===== config.mk =====
export PLATFORM = sky130hd
export DESIGN_NAME = jk_fsm_bank
export DESIGN_NICKNAME = d
export VERILOG_FILES = /design/src/rtl/jk_fsm_pkg.sv /design/src/rtl/jk_fsm_chan.sv /design/src/rtl/jk_fsm_bank.sv
export SDC_FILE = /design/constraint.sdc
export NUM_CORES = 1
export LEC_CHECK = 0
export ABC_CLOCK_PERIOD_IN_PS = 1500
export BUFFER_PORTS_ARGS = -buffer_cell sky130_fd_sc_hd__buf_4
export CAP_MARGIN = 20
export CORE_AREA = 2 2 39 41
export CTS_BUF_LIST = sky130_fd_sc_hd__clkbuf_16
export DETAILED_ROUTE_END_ITERATION = 10
export DIE_AREA = 0 0 41 43
export HOLD_SLACK_MARGIN = 0.06
export PLACE_DENSITY = 0.67
export SLEW_MARGIN = 20
export SYNTH_ARGS = -nofsm -noshare
export SYNTH_HDL_FRONTEND = slang
export SYNTH_SLANG_ARGS = --single-unit

===== constraint.sdc =====
create_clock -name clk -period 1.5 [get_ports clk]
set_input_delay 0.45 -clock clk [delete_from_list [all_inputs] [get_ports clk]]
set_output_delay 0.45 -clock clk [all_outputs]
set_load 0.1 [all_outputs]

===== src/rtl/jk_fsm_pkg.sv =====
// Shared definitions for the JK on/off machine bank: state encoding and lock counter sizing.
package jk_fsm_pkg;

    typedef enum logic {
        ST_OFF = 1'b0,
        ST_ON  = 1'b1
    } state_e;

    // Width of a counter that must hold values 0..dwell, never narrower than one bit.
    function automatic int unsigned lock_w(input int unsigned dwell);
        int unsigned w;
        w = $clog2(dwell + 1);
        return (w < 1) ? 1 : w;
    endfunction

endpackage


===== src/rtl/jk_fsm_chan.sv =====
// One OFF/ON channel with J/K control, dwell lockout and registered edge pulses.
// Optional saturating transition counter is built when JK_FSM_BANK_CNT_EN is defined.
module jk_fsm_chan
    import jk_fsm_pkg::*;
#(
    parameter int unsigned DWELL   = 0,
    parameter logic        RST_BIT = 1'b0,
    parameter int unsigned CW      = 8
) (
    input  logic          clk,
    input  logic          reset,
    input  logic          en,
    input  logic          j,
    input  logic          k,
    output logic          out,
    output logic          rise,
    output logic          fall,
`ifdef JK_FSM_BANK_CNT_EN
    output logic [CW-1:0] tcount,
`endif
    output logic          busy
);

    localparam int unsigned LW = lock_w(DWELL);

    state_e        state_q, state_d;
    logic [LW-1:0] lock_q, lock_d;
    logic          rise_q, rise_d;
    logic          fall_q, fall_d;
    logic          busy_q, busy_d;
    logic          accept;

    // Next state: transitions only when enabled and out of lockout.
    always_comb begin
        state_d = state_q;
        lock_d  = lock_q;
        rise_d  = 1'b0;
        fall_d  = 1'b0;
        accept  = en && (lock_q == '0);
        if (lock_q != '0) begin
            lock_d = lock_q - LW'(1);
        end
        unique case (state_q)
            ST_OFF: begin
                if (accept && j) begin
                    state_d = ST_ON;
                    rise_d  = 1'b1;
                    lock_d  = LW'(DWELL);
                end
            end
            ST_ON: begin
                if (accept && k) begin
                    state_d = ST_OFF;
                    fall_d  = 1'b1;
                    lock_d  = LW'(DWELL);
                end
            end
            default: state_d = state_q;
        endcase
        busy_d = (lock_d != '0);
    end

    always_ff @(posedge clk) begin
        if (reset) begin
            state_q <= state_e'(RST_BIT);
            lock_q  <= '0;
            rise_q  <= 1'b0;
            fall_q  <= 1'b0;
            busy_q  <= 1'b0;
        end else begin
            state_q <= state_d;
            lock_q  <= lock_d;
            rise_q  <= rise_d;
            fall_q  <= fall_d;
            busy_q  <= busy_d;
        end
    end

    assign out  = state_q;
    assign rise = rise_q;
    assign fall = fall_q;
    assign busy = busy_q;

`ifdef JK_FSM_BANK_CNT_EN
    logic [CW-1:0] cnt_q, cnt_d;

    // Saturating count of accepted transitions.
    always_comb begin
        cnt_d = cnt_q;
        if ((rise_d || fall_d) && (cnt_q != '1)) begin
            cnt_d = cnt_q + CW'(1);
        end
    end

    always_ff @(posedge clk) begin
        if (reset) begin
            cnt_q <= '0;
        end else begin
            cnt_q <= cnt_d;
        end
    end

    assign tcount = cnt_q;
`endif

endmodule


===== src/rtl/jk_fsm_bank.sv =====
// Bank of NCH independent J/K on/off channels sharing enable and reset.
// Define JK_FSM_BANK_CNT_EN to add per-channel saturating transition counters (tcount port).
module jk_fsm_bank
    import jk_fsm_pkg::*;
#(
    parameter int unsigned    NCH     = 4,
    parameter int unsigned    DWELL   = 0,
    parameter logic [NCH-1:0] RST_VAL = '0,
    parameter int unsigned    CW      = 8
) (
    input  logic              clk,
    input  logic              reset,
    input  logic              en,
    input  logic [NCH-1:0]    j,
    input  logic [NCH-1:0]    k,
    output logic [NCH-1:0]    out,
    output logic [NCH-1:0]    rise,
    output logic [NCH-1:0]    fall,
`ifdef JK_FSM_BANK_CNT_EN
    output logic [NCH*CW-1:0] tcount,
`endif
    output logic [NCH-1:0]    busy
);

    for (genvar i = 0; i < int'(NCH); i++) begin : g_chan
        jk_fsm_chan #(
            .DWELL  (DWELL),
            .RST_BIT(RST_VAL[i]),
            .CW     (CW)
        ) u_chan (
            .clk   (clk),
            .reset (reset),
            .en    (en),
            .j     (j[i]),
            .k     (k[i]),
            .out   (out[i]),
            .rise  (rise[i]),
            .fall  (fall[i]),
`ifdef JK_FSM_BANK_CNT_EN
            .tcount(tcount[i*CW +: CW]),
`endif
            .busy  (busy[i])
        );
    end

endmodule


After elaboration in Yosys (flattened, before gate mapping)
Cells that the tools add are included.
{ "op_classes": {"add_sub_neg": 4, "muxes": 32, "bitwise": 8, "reduce_logical": 20} }
{ "ops": {"columns": ["operator", "n"], "rows": [
  ["2-to-1 mux 1 bit", 24],
  ["case mux 1 bit (2 select lines)", 8],
  ["OR reduction 2 bit", 8],
  ["logical AND 1 bit", 12],
  ["NOT 1 bit", 8],
  ["subtractor 1 bit (second input constant)", 4]
]} }
{ "totals": {"output_inout_bits": 16, "input_bits": 11, "reg_bits": 16, "wordCells": 80} }

Longest topological paths before layout
{ "depth": {"depth_word": 5, "mapped_depth": 2} }

Cells and area by module
A second synthesis with hierarchy kept.
{ "unflattened": {"hier_cells": 40, "hier_area_um2": 415.4} }
{ "by_module_without_submodules": {"columns": ["module", "area_each_um2", "cells_each", "instances"], "rows": [
  ["jk_fsm_chan", 103.8, 10, 4]
]} }

Least setup slack after synthesis
OpenSTA, ideal clock, no wires.
{ "synth_timing": {"path_kind": "reg2out", "from": "register g_chan[2].u_chan.state_q", "to": "output out[2]", "path_stages_with_launch": 2, "path_buffers": 1, "t_arrival_ps": 622, "path_slack_ps": 428, "path_cell_list": "dfxtp_1 buf_4"} }
{ "synth_rtl": {"columns": ["item", "line", "source"], "rows": [
  ["start: declaration", "jk_fsm_chan.sv:26", "state_e state_q, state_d;"],
  ["start signal: assignment", "jk_fsm_chan.sv:65", "state_q <= state_e'(RST_BIT);"],
  ["start signal: assignment", "jk_fsm_chan.sv:71", "state_q <= state_d;"],
  ["end: declaration", "jk_fsm_bank.sv:16", "output logic [NCH-1:0] out,"]
]} }
No word-level cell between the ends.

Worst setup path in the final report
{ "layout_timing": {"from": "register g_chan[3].u_chan.state_q", "to": "output out[3]"} }
{ "layout_rtl": {"columns": ["item", "line"], "rows": [
  ["start: declaration", "jk_fsm_chan.sv:26"],
  ["start signal: assignment", "jk_fsm_chan.sv:65"],
  ["start signal: assignment", "jk_fsm_chan.sv:71"]
]} }
No word-level cell between the ends.

==> qor.csv <==
metric,value,unit
reg2reg_depth,2,
grt_max_degree,8,
num_vias,338,
synth-seq-cells,12,
synthSimpleGateAreaFrac,0.201,
whs_path_depth,3,
ant_nets,0,
postCtsSetupBuffers,0,
io_pins,27,
routed_wl,861,µm
clock.fmax,0.741,GHz
cp_max_fo,4,
rsz0062_at_grt,no,
multiInputGateArea,153,µm²
dp_hpwl,686,µm
setup_viol,0,
grt.overflow.total,0,
synth_top_family_by_area,buffers and inverters,
endpoint_kind,primary output,
crit_path_top_delay_cell,dfxtp_1,
regArea,240,µm²
first_global_vias,341,
final_hold_viol_count,0,
drive_above_1_share,0.385,
numCtsBuffers,3,
drt_iter0_drc,3,
netlist_instances,53,
yosys.area.top_type_share,0.472,
drt_pass1_iterations,2,
start_kind,register,
holdBufCountCts,0,
nets,78,
hold_path.class,input port to register,
skew,0.000473,ns
wire_per_inst,10.6,µm
tns,0,ns
synth_area_per_cell,9.61,µm²
cts_tree,yes,
crit_cells,1,
yosys.area_share.xor_xnor,0,
via_per_inst,4.17,
fillCellCount,133,
finalCritPeriodShare,0.899,
cts_root_buf,clkbuf_16,
worstReg2RegStart,g_chan[3].u_chan.out$_SDFF_PP0_,
die_y,43,µm
clock_path_buffers,2,
startpoint,g_chan[3].u_chan.out$_SDFF_PP0_,
io_buffers,22,
cts.sinks,12,
cp.required,1.05,ns
rr_endpoint,g_chan[3].u_chan.out$_SDFF_PP0_,
status,"complete, no violations",
post_cts_resized,0,
placed_area,586,µm²
ir_worst_vdd,451,µV
ys_types,14,
reg2reg_slack,0.62,ns
grtUsageTotal,0.117,
stdcell_area,661,µm²
drc,0,
start_util,0.368,
clkLatencyLatePin,0.24,ns
place_congestion,0.719,
path_cells,buf_4,
antennaDiodeCount,0,
grt_pass1_wl,1.37,mm
fp.dieArea,1760,µm²
synth_area_leaders,"dfxtp_1 47%, buf_4 24%, and4bb_1 4.9%, nand2_1 3.7%, nand2b_1 3.7%",
area_growth,29.7,%
crit_type,register to primary output,
period_needed,1.35,ns
power.density,1570,nW/µm²
crit_arrival,0.90,ns
synth_adder_area_share,0,
yosys_warnings,0,
worst-path-buf-inv,1,
seq_area_frac_synth,0.472,
synth_mux_area_frac,0,
cp_slowest_stage_delay,0.35,ns
synth-compound-area-share,0.0688,
crit_path_end,out[3],
antenna_found_initial,0,
fp-row-count,14,
coreArea,1380,µm²
p_leak,0.323,nW
slew_viol_final,0,
yosys.area.top_type,dfxtp_1,
cap_violations,0,
htree_levels,1,
synthesis.area,509,µm²
cts.clk_slew.worst_paths,0.04,ns
die_w,41,µm
path_delay_family,flip-flops,
-- worst min path at each step --
stage                                         start                                to
detailed placement  g_chan[2].u_chan.out$_SDFF_PP0_  g_chan[2].u_chan.fall$_SDFF_PP0_
global placement    g_chan[2].u_chan.out$_SDFF_PP0_  g_chan[2].u_chan.fall$_SDFF_PP0_
floorplan           g_chan[2].u_chan.out$_SDFF_PP0_  g_chan[2].u_chan.fall$_SDFF_PP0_
global route                                  reset   g_chan[0].u_chan.out$_SDFF_PP0_
finish                                         k[2]  g_chan[2].u_chan.fall$_SDFF_PP0_
CTS                                            k[2]  g_chan[2].u_chan.fall$_SDFF_PP0_
-- report_power, final --
part           internal [mW]  total (mW)  switching (mW)
Clock                  0.346       0.472           0.126
Combinational         0.0482       0.222           0.174
Sequential             0.335       0.342         0.00751
Total                  0.729        1.04           0.307
-- layout by cell type (no fill, tap or decap), drive strengths merged, types with 2 or more instances in the layout --
master and n:
a31o 2, inv 2, nor2b 2, dfxtp 12
nand2b 3, conb 4, nand2 5, buf 22
and4bb 2, nor2 4, clkbuf 3
-- area by class of cell --
type | instances | area share
well taps | 16 | 0.0303
multi-input cells | 26 | 0.231
clock buffers | 3 | 0.114
flip-flops and latches | 12 | 0.364
inverters | 2 | 0.0114
repair buffers | 22 | 0.250
-- flip-flops by register name (all words and copies together) (netlist names) --
| register | count |
|---|---|
| g_chan.u_chan.fall | 4 |
| g_chan.u_chan.rise | 4 |
| g_chan.u_chan.out | 4 |
-- routing by layer --
| layer | up-vias | GRT usage | routed length, µm |
|---|---|---|---|
| li1 | 176 | - | - |
| met1 | 155 | 0.124 | 347 |
| met2 | 7 | 0.188 | 483 |
| met3 | 0 | 0 | 30 |
| met4 | 0 | 0.120 | 0 |
| met5 | - | 0 | 0 |
-- cells by family after synthesis --
group                  after synthesis
AO/OA/AOI/OAI                        4
buffers and inverters               18
AND/OR/NAND/NOR                     18
other                                1
flip-flops                          12
-- metrics by stage --
stage          instances  total power, mW  utilization  hold WS [ns]  worst slack [ns]
6_report              81             1.04        0.477         0.448             0.151
5_1_grt               81             1.06        0.477         0.473             0.123
4_1_cts               81             1.04        0.477         0.448             0.149
3_5_place_dp          78            0.570        0.423         0.454             0.397
3_3_place_gp          78            0.568        0.423         0.454             0.398
2_1_floorplan         56            0.546            -         0.432             0.428
-- cells in the mapped netlist (all sizes together) --
cell type	n
a31o	2
nor2b	2
nand2b	3
dfxtp	12
nor2	4
conb	1
and2	1
buf	16
and4bb	2
o32ai	1
and3	1
inv	2
o2bb2ai	1
nand2	5
(Power assumes the default switching activity.)
